File: src/rtl/taiga_bus_pkg.sv
// taiga_bus_pkg: shared AXI4-Lite response codes and default-width bus request/response records
package taiga_bus_pkg;

   localparam int BUS_ADDR_W = 32;
   localparam int BUS_DATA_W = 32;
   localparam int BUS_ID_W   = 4;

   typedef enum logic [1:0] {
      OKAY   = 2'd0,
      EXOKAY = 2'd1,
      SLVERR = 2'd2,
      DECERR = 2'd3
   } axil_resp_t;

   typedef struct packed {
      logic                    wr;
      logic [BUS_ADDR_W-1:0]   addr;
      logic [BUS_DATA_W-1:0]   wdata;
      logic [BUS_DATA_W/8-1:0] be;
      logic [BUS_ID_W-1:0]     id;
   } bus_req_t;

   typedef struct packed {
      logic [BUS_DATA_W-1:0] rdata;
      logic                  err;
      logic [BUS_ID_W-1:0]   id;
   } bus_rsp_t;

   // SLVERR and DECERR both report as a failed access to the core
   function automatic logic resp_is_err(input logic [1:0] r);
      return (r == SLVERR) || (r == DECERR);
   endfunction

endpackage

File: src/rtl/taiga_tag_fifo.sv
// taiga_tag_fifo: in-order request tag queue with wrapping pointers and an occupancy count
module taiga_tag_fifo #(
   parameter int DEPTH = 4,
   parameter int WIDTH = 4
) (
   input  logic             clk,
   input  logic             rst_n,
   input  logic             push_i,
   input  logic             pop_i,
   input  logic [WIDTH-1:0] data_i,
   output logic [WIDTH-1:0] data_o
);

   localparam int PW = DEPTH > 1 ? $clog2(DEPTH) : 1;

   logic [WIDTH-1:0] mem_q [DEPTH];
   logic [PW-1:0]    wptr_q, rptr_q;
   logic [PW:0]      cnt_q;

   function automatic logic [PW-1:0] wrap_inc(input logic [PW-1:0] p);
      return (p == PW'(DEPTH - 1)) ? '0 : p + 1'b1;
   endfunction

   assign data_o = mem_q[rptr_q];

   // tag storage needs no reset; only occupied entries are ever read
   always_ff @(posedge clk) begin
      if (push_i) mem_q[wptr_q] <= data_i;
   end

   // pointer and occupancy bookkeeping
   always_ff @(posedge clk or negedge rst_n) begin
      if (!rst_n) begin
         wptr_q <= '0;
         rptr_q <= '0;
         cnt_q  <= '0;
      end else begin
         if (push_i) wptr_q <= wrap_inc(wptr_q);
         if (pop_i) rptr_q <= wrap_inc(rptr_q);
         cnt_q <= cnt_q + (PW+1)'(push_i) - (PW+1)'(pop_i);
      end
   end

   // overflow and underflow are upstream bugs
   always @(posedge clk) begin
      if (rst_n) begin
         assert (!(push_i && cnt_q == (PW+1)'(DEPTH)));
         assert (!(pop_i && cnt_q == '0));
      end
   end

endmodule

File: src/rtl/taiga_axil_master.sv
// taiga_axil_master: Taiga peripheral request/response stream to AXI4-Lite master bridge
module taiga_axil_master
   import taiga_bus_pkg::*;
#(
   parameter int ADDR_W          = 32,
   parameter int DATA_W          = 32,
   parameter int MAX_OUTSTANDING = 4,
   parameter int ID_W            = 4,
   parameter int TIMEOUT_CYCLES  = 1024
) (
   input  logic                               clk,
   input  logic                               rst_n,
   input  logic                               req_valid,
   output logic                               req_ready,
   input  logic                               req_wr,
   input  logic [ADDR_W-1:0]                  req_addr,
   input  logic [DATA_W-1:0]                  req_wdata,
   input  logic [DATA_W/8-1:0]                req_be,
   input  logic [ID_W-1:0]                    req_id,
   output logic                               rsp_valid,
   input  logic                               rsp_ready,
   output logic [DATA_W-1:0]                  rsp_rdata,
   output logic                               rsp_err,
   output logic [ID_W-1:0]                    rsp_id,
   output logic [ADDR_W-1:0]                  m_axi_araddr,
   output logic [2:0]                         m_axi_arprot,
   output logic                               m_axi_arvalid,
   input  logic                               m_axi_arready,
   input  logic [DATA_W-1:0]                  m_axi_rdata,
   input  logic [1:0]                         m_axi_rresp,
   input  logic                               m_axi_rvalid,
   output logic                               m_axi_rready,
   output logic [ADDR_W-1:0]                  m_axi_awaddr,
   output logic [2:0]                         m_axi_awprot,
   output logic                               m_axi_awvalid,
   input  logic                               m_axi_awready,
   output logic [DATA_W-1:0]                  m_axi_wdata,
   output logic [DATA_W/8-1:0]                m_axi_wstrb,
   output logic                               m_axi_wvalid,
   input  logic                               m_axi_wready,
   input  logic [1:0]                         m_axi_bresp,
   input  logic                               m_axi_bvalid,
   output logic                               m_axi_bready,
   output logic                               bus_timeout,
   output logic [$clog2(MAX_OUTSTANDING):0]   outstanding
);

   localparam int CNT_W = $clog2(MAX_OUTSTANDING) + 1;

   logic [CNT_W-1:0] count_q, count_d;
   logic             dir_q;
   logic             accept, r_hs, b_hs, done, rsp_free, dir_ok, slot_ok;
   logic [ID_W-1:0]  head_id;

   assign m_axi_arprot = 3'b000;
   assign m_axi_awprot = 3'b000;
   assign outstanding  = count_q;

   // a channel slot counts as free when it is empty or handing off this cycle, giving 1 req/cycle
   assign dir_ok   = (count_q == '0) || (dir_q == req_wr);
   assign slot_ok  = req_wr ? ((!m_axi_awvalid || m_axi_awready) && (!m_axi_wvalid || m_axi_wready))
                            : (!m_axi_arvalid || m_axi_arready);
   assign req_ready = rst_n && (count_q < CNT_W'(MAX_OUTSTANDING)) && dir_ok && slot_ok;
   assign accept   = req_valid && req_ready;
   assign rsp_free = !rsp_valid || rsp_ready;
   assign m_axi_rready = rsp_free;
   assign m_axi_bready = rsp_free;
   assign r_hs     = m_axi_rvalid && rsp_free;
   assign b_hs     = m_axi_bvalid && rsp_free && !m_axi_rvalid;
   assign done     = r_hs || b_hs;
   assign count_d  = count_q + CNT_W'(accept) - CNT_W'(done);

   taiga_tag_fifo #(.DEPTH(MAX_OUTSTANDING), .WIDTH(ID_W)) u_tags (
      .clk    (clk),
      .rst_n  (rst_n),
      .push_i (accept),
      .pop_i  (done),
      .data_i (req_id),
      .data_o (head_id)
   );

   // channel output registers, direction tracking and the one-entry response register
   always_ff @(posedge clk or negedge rst_n) begin
      if (!rst_n) begin
         count_q       <= '0;
         dir_q         <= 1'b0;
         m_axi_arvalid <= 1'b0;
         m_axi_araddr  <= '0;
         m_axi_awvalid <= 1'b0;
         m_axi_awaddr  <= '0;
         m_axi_wvalid  <= 1'b0;
         m_axi_wdata   <= '0;
         m_axi_wstrb   <= '0;
         rsp_valid     <= 1'b0;
         rsp_rdata     <= '0;
         rsp_err       <= 1'b0;
         rsp_id        <= '0;
      end else begin
         count_q <= count_d;
         if (accept) dir_q <= req_wr;
         m_axi_arvalid <= (accept && !req_wr) ? 1'b1 : (m_axi_arvalid && !m_axi_arready);
         m_axi_awvalid <= (accept && req_wr) ? 1'b1 : (m_axi_awvalid && !m_axi_awready);
         m_axi_wvalid  <= (accept && req_wr) ? 1'b1 : (m_axi_wvalid && !m_axi_wready);
         if (accept && !req_wr) m_axi_araddr <= req_addr;
         if (accept && req_wr) begin
            m_axi_awaddr <= req_addr;
            m_axi_wdata  <= req_wdata;
            m_axi_wstrb  <= req_be;
         end
         rsp_valid <= done || (rsp_valid && !rsp_ready);
         if (done) begin
            rsp_rdata <= r_hs ? m_axi_rdata : '0;
            rsp_err   <= resp_is_err(r_hs ? m_axi_rresp : m_axi_bresp);
            rsp_id    <= head_id;
         end
      end
   end

   if (TIMEOUT_CYCLES > 0) begin : g_tmo
      localparam int TW = $clog2(TIMEOUT_CYCLES + 1);
      logic [TW-1:0] tmo_q;
      // count idle cycles while work is pending; the flag is sticky until reset
      always_ff @(posedge clk or negedge rst_n) begin
         if (!rst_n) begin
            tmo_q       <= '0;
            bus_timeout <= 1'b0;
         end else if (done || count_q == '0) begin
            tmo_q <= '0;
         end else if (tmo_q != TW'(TIMEOUT_CYCLES)) begin
            tmo_q <= tmo_q + 1'b1;
            if (tmo_q == TW'(TIMEOUT_CYCLES - 1)) bus_timeout <= 1'b1;
         end
      end
   end else begin : g_no_tmo
      assign bus_timeout = 1'b0;
   end

endmodule
File: config.mk
export PLATFORM = sky130hd
export DESIGN_NAME = taiga_axil_master
export DESIGN_NICKNAME = d
export VERILOG_FILES = /design/src/rtl/taiga_bus_pkg.sv /design/src/rtl/taiga_tag_fifo.sv /design/src/rtl/taiga_axil_master.sv
export SDC_FILE = /design/constraint.sdc
export NUM_CORES = 1
export LEC_CHECK = 0
export BUFFER_PORTS_ARGS = -buffer_cell sky130_fd_sc_hd__buf_2
export CORE_ASPECT_RATIO = 0.6
export CORE_MARGIN = 2
export CORE_UTILIZATION = 46
export CTS_BUF_LIST = sky130_fd_sc_hd__clkbuf_4 sky130_fd_sc_hd__clkbuf_8
export CTS_CLUSTER_DIAMETER = 200
export DETAILED_ROUTE_END_ITERATION = 12
export GPL_TIMING_DRIVEN = 0
export PLACE_DENSITY = 0.83
export SLEW_MARGIN = 15
export SYNTH_ARGS = -nofsm -noshare
export SYNTH_HDL_FRONTEND = slang
export SYNTH_SLANG_ARGS = --single-unit
File: constraint.sdc
create_clock -name clk -period 2.72 [get_ports clk]
set_input_delay 0.272 -clock clk [delete_from_list [all_inputs] [get_ports clk]]
set_output_delay 0.272 -clock clk [all_outputs]
set_load 0.05 [all_outputs]
# --- After elaboration in Yosys (flattened, before gate mapping) ---
# Memory sizes are Yosys's and may differ from the RTL's. A register that Yosys moved wholly into a read port is not among the register bits.
# Cells that the tools add are included.
# Widths: inputs -> output; s select.
word_totals:
  reg_bits: 157
  ramBits: 16
  inputBits: 118
  output_inout_bits: 154
  elab_cells: 80
  memories: 1
classes:
  n_addsub: 5
  magnitude_cmp: 1
  eq_ne: 7
  n_mux: 12
  n_bitwise: 1
  reduce_logical: 37
mem_list:
  columns: ["memory", "words", "width", "read_ports", "rd_ports_with_merged_regs", "wr", "line", "text"]
  rows:
  - ["u_tags.mem_q", 4, 4, 1, 1, 1, "taiga_tag_fifo.sv:16", "logic [WIDTH-1:0] mem_q [DEPTH];"]
ops:
  columns: ["op", "n"]
  rows:
  - ["$mux 32", 1]
  - ["$mux 11", 2]
  - ["$logic_and 1x1->1", 14]
  - ["$add 11x1->11 const B", 1]
  - ["$eq 11x10->1 const B", 1]
  - ["$logic_not 1->1", 11]
  - ["$ne 11x11->1 const B", 1]
  - ["$logic_or 1x1->1", 9]
  - ["$eq 2x2->1 const B", 4]
  - ["$mux 1", 6]
  - ["$mux 2", 3]
  - ["$add 2x1->2 const B", 2]
  - ["$add 3x1->3", 1]
  - ["$logic_not 3->1", 1]
  - ["$lt 3x3->1 const B", 1]
  - ["$reduce_and 3->1", 1]
  - ["$sub 3x1->3", 1]
  - ["$reduce_bool 2->1", 1]
  - ["$eq 1x1->1", 1]
  - ["$not 1->1", 1]

# --- Longest topological paths before layout ---
depth:
  word_depth: 8
  mapped_depth: 11
  ltp_nobuf: 10

# --- By module ---
# From an unflattened synthesis, not the netlist that was laid out.
unflattened:
  cells_unflattened: 456
  area_unflattened_um2: 7277.0
modules_own_cells:
  columns: ["mod", "instances", "cells_per_inst", "area_per_inst_um2", "seq_area_each_um2"]
  rows:
  - ["taiga_axil_master", 1, 413, 6451.2, 3928.8]
  - ["taiga_tag_fifo", 1, 43, 825.8, 580.6]

# --- Worst setup path after synthesis ---
# No wires, ideal clock.
synth_timing:
  path_type: "register to register"
  start: "register count_q[0] (netlist: outstanding[0])"
  end: "register count_q[2] (netlist: outstanding[2])"
  setup_time_ps: 124
  arrival_time_ps: 2998
  required_time_ps: 2596
  setup_slack_ps: -402
  path_stages_with_launch: 12
  path_buffers: 1
  period_less_slack_ps: 3122
  path_cell_list: "dfrtp_1 -> or3_4 -> a2111oi_2 -> and3_2 -> clkbuf_1 -> inv_1 -> ha_1 -> inv_1 -> ha_1 -> fa_1 -> xnor2_1 -> xnor2_1"
synth_via:
  elab_chain_len: 7
  elab_cells_between_ends: 9
  classes_between: "add/sub (2); order compare (1); reduce/logical (6)"
synth_lines:
  columns: ["element", "line", "text"]
  rows:
  - ["start: declaration", "taiga_axil_master.sv:50", "logic [CNT_W-1:0] count_q, count_d;"]
  - ["start signal: assignment", "taiga_axil_master.sv:99", "count_q <= count_d;"]
  - ["$lt 3x3->1 or $logic_not 3->1 (tied branches)", "taiga_axil_master.sv:63, taiga_axil_master.sv:60", null]
  - ["$logic_and 1x1->1 or $logic_or 1x1->1 (tied branches)", "taiga_axil_master.sv:63, taiga_axil_master.sv:60", null]
  - ["$logic_and 1x1->1 (2 in a row)", "taiga_axil_master.sv:63", "assign req_ready = rst_n && (count_q < CNT_W'(MAX_OUTSTANDING)) && dir_ok && slot_ok;"]
  - ["$logic_and 1x1->1", "taiga_axil_master.sv:64", "assign accept = req_valid && req_ready;"]
  - ["$add 3x1->3 *", "taiga_axil_master.sv:71", "assign count_d = count_q + CNT_W'(accept) - CNT_W'(done);"]
  - ["$sub 3x1->3 *", "taiga_axil_master.sv:71", null]
  - ["via count_d[2]", "taiga_axil_master.sv:50", null]
# Mark *: on every way through the listed nets, which the timed path passes. The rest lies on a longest branch.
# A chain may end at the register's enable or synchronous reset.

# --- Final worst setup path ---
layout_timing:
  start: "register count_q[1] (netlist: outstanding[1])"
  end: "register count_q[2] (netlist: outstanding[2])"
# Same word-level chain as after synthesis.

==> results.toml <==
[finish]
diodes = 0
nets = 878
final_cells = 966
fin_util_pct = 61.7
final_area_um2 = 9530
drive_above_1_share_pct = 58.8
layout_common_cells = "buf_2 (262), dfrtp_1 (158), mux2_4 (68)"
area_delta_synth_final_pct = 30.3
n_fill_cell = 1167
regArea_um2 = 4510
multi_input_area_um2 = 2510
final_common_cell = "buf_2"

[power_and_ir_drop]
leakage_nw = 4.79
max-vdd-ir-drop_uv = 1270
p_per_area_nw_per_um2 = 1240

[setup_path]
worst_setup_path_end_kind = "flip-flop"
cp_max_fo = 3
cp-start-kind = "flip-flop"
crit_path_max_incr_delay_ns = 0.43
worstPathArrival_ns = 2.93
setup.worst_path.class = "flip-flop to flip-flop"
crit_chain = "or3_4 -> a2111oi_4 -> and3_4 -> inv_1 -> ha_1 -> inv_1 -> ha_1 -> fa_2 -> xnor2_2 -> xnor2_1"
crit_slowest_cell = "dfrtp_2"
path_buf_inv = 2
required_ns = 3.03
crit_family = "adder cells"

[yosys]
synthFlopType = "dfrtp_1"
ys_seq_area_share_pct = 61.6
synth_top_family_by_area = "multiplexers"
synth-seq-cells = 177
synth_cell_type_count = 47
synth_compound_area_share_pct = 5.11
synth_fa_ha_area_share_pct = 1.81
synth_cells = 451
synthArstFlopShare_pct = 91.0
yosysWarnings = 0
synth.area.mux_share_pct = 21.2
yosys.area_share.simple_pct = 4.23
synth_edf_count = 16
synthXorXnorAreaFrac_pct = 1.32
syn_avg_cell_area_um2 = 16.2
synth.cell_area_um2 = 7310

[cts]
cts.htree.levels = 4
clock_latency_ns = 0.45
cts_buffer_depth = 2
root_buffer = "clkbuf_8"
cts_buffers = 17
clock-sinks = 177
clkTransAtPathRegs_ns = 0.12
cts_tree = "built"

[floorplan]
pin_count = 272
die_y_um = 102
dieArea_um2 = 17000
die_w_um = 167
rows = 35
core_um2 = 15500
start_util_pct = 47.3

[drt]
ant_nets = 0
post_drt_via_cell_ratio = 5.00
routed_wirelength_um = 16600
drtIter0Drc = 244
post_drt_wl_per_cell_um = 17.1
vias = 4828
first_pass_iters = 4
drc_errors = 0

[grt]
grt_pass1_vias = 4948
grt_usage_pct = 19.7
gr-total-overflow = 0
antenna_found_initial = 0
grt_pass1_wl_um = 26100
grt_start_max_net_pins = 64

[timing]
timing.setup.tns_ns = 0
min_period_over_period_pct = 96.2
finalHoldViolCount = 0
setup_viol = 0
tightest_slew_ns = 0.563
fmax_ghz = 0.382
slew_headroom_pct = 62.5
maxSlewViolCount = 0
holdWs_ns = 0.0354
clock_skew_ns = 0.0240
period_needed_ns = 2.62

[placed_design]
place_inst = 923
gp_congestion = 0.767
placed_cell_area_um2 = 8960
io_buffers = 263
place_hpwl_um = 12000

[job]
cap_violations = 0

[status]
outcome = "complete, no violations"

[hold_path]
hold_class = "primary input to flip-flop"
power by group:
| group | switching, mW | total [mW] | internal (mW) |
|---|---|---|---|
| combinational | 4.09 | 5.99 | 1.90 |
| sequential | 0.528 | 4.10 | 3.57 |
| clock | 1.05 | 1.75 | 0.694 |
| total | 5.67 | 11.8 | 6.17 |
Yosys cell counts (2+ instances only):
cell / count / area, um2
o21ai_0: 3 / 15.0
nand2_1: 8 / 30.0
nand3_1: 2 / 10.0
and2_1: 5 / 31.3
a21o_1: 2 / 15.0
ha_1: 9 / 113
nor2b_1: 5 / 31.3
buf_4: 8 / 60.1
buf_6: 3 / 33.8
mux4_2: 4 / 90.1
nand4_1: 4 / 25.0
mux2_2: 38 / 428
dfrtp_1: 161 / 4030
buf_12: 8 / 160
or2_2: 2 / 12.5
xnor2_1: 6 / 52.6
nor4_1: 3 / 18.8
mux2_4: 68 / 1020
a22o_1: 32 / 280
nor3_1: 2 / 10.0
clkbuf_1: 10 / 37.5
inv_1: 11 / 41.3
nor3b_1: 2 / 15.0
edfxtp_1: 16 / 480
xor2_1: 5 / 43.8
nor2_1: 13 / 48.8
cells by family after synthesis:
group                    count (synthesis)
AO/OA/AOI/OAI                           44
XOR/XNOR                                11
adder cells (fa/ha/maj)                 10
buffers and inverters                   42
flip-flops                             177
multiplexers                           111
other                                    1
AND/OR/NAND/NOR                         55
metrics by stage:
step	setup slack [ns]	total power, mW
2_1_floorplan	-0.181	8.65
3_3_place_gp	-2.76	9.95
3_5_place_dp	-0.721	10.1
4_1_cts	0.0188	11.9
5_1_grt	-0.00665	12.4
6_report	0.104	11.8
area by class of cell:
type	instances	share of cell area [%]
buffer	29	3.06
timing repair buffer	276	16.1
clock inverter	14	1.50
inverter	12	0.472
tap	203	2.66
multi-input combinational	237	26.3
clock buffer	18	2.53
sequential	177	47.3
worst paths after layout:
check / cells past startpoint / endpoint / start / slack (ns)
setup reg to reg: 10 / outstanding[2]$_DFF_PN0_ / outstanding[1]$_DFF_PN0_ / 0.10
hold reg to reg: 1 / m_axi_araddr[13]$_DFFE_PN0P_ / m_axi_araddr[13]$_DFFE_PN0P_ / 0.51
max in group asynchronous: 5 / m_axi_awaddr[2]$_DFFE_PN0P_ / rst_n / 1.28
hold / removal: 2 / rsp_rdata[22]$_DFFE_PN0P_ / m_axi_rdata[22] / 0.04
setup / recovery: 10 / outstanding[2]$_DFF_PN0_ / outstanding[1]$_DFF_PN0_ / 0.10
min in group asynchronous: 4 / outstanding[1]$_DFF_PN0_ / rst_n / 0.52
registers in the layout, indices dropped and copies added, names as in the netlist:
name / cells
m_axi_wstrb: 4
rsp_id: 4
m_axi_wdata: 32
u_tags.rptr_q: 2
m_axi_awvalid: 1
dir_q: 1
rsp_err: 1
m_axi_wvalid: 1
outstanding: 3
u_tags.wptr_q: 2
m_axi_araddr: 32
u_tags.mem_q: 16
bus_timeout: 1
m_axi_awaddr: 32
rsp_rdata: 32
g_tmo.tmo_q: 11
rsp_valid: 1
m_axi_arvalid: 1
timing repair:
item                       CTS  global route
setup endpoints to repair    2             1
resized for setup            2             1
buffers inserted             4             1
hold buffers                 5             1
hold endpoints to repair    63             1
pin swaps                    4             2
cloned                       1             0
per-layer routing:
layer / up-vias / wire length, um / part of all wire (%) / GRT usage, %
met1: 2453 / 7830 / 47 / 28.2
met4: 0 / 100 / 0.60 / 4.91
li1: 2188 / - / - / -
met2: 178 / 7720 / 47 / 31.0
met3: 9 / 920 / 5.6 / 4.18
met5: - / 0 / 0 / 0
No activity file was read; power rests on OpenSTA's default activity.
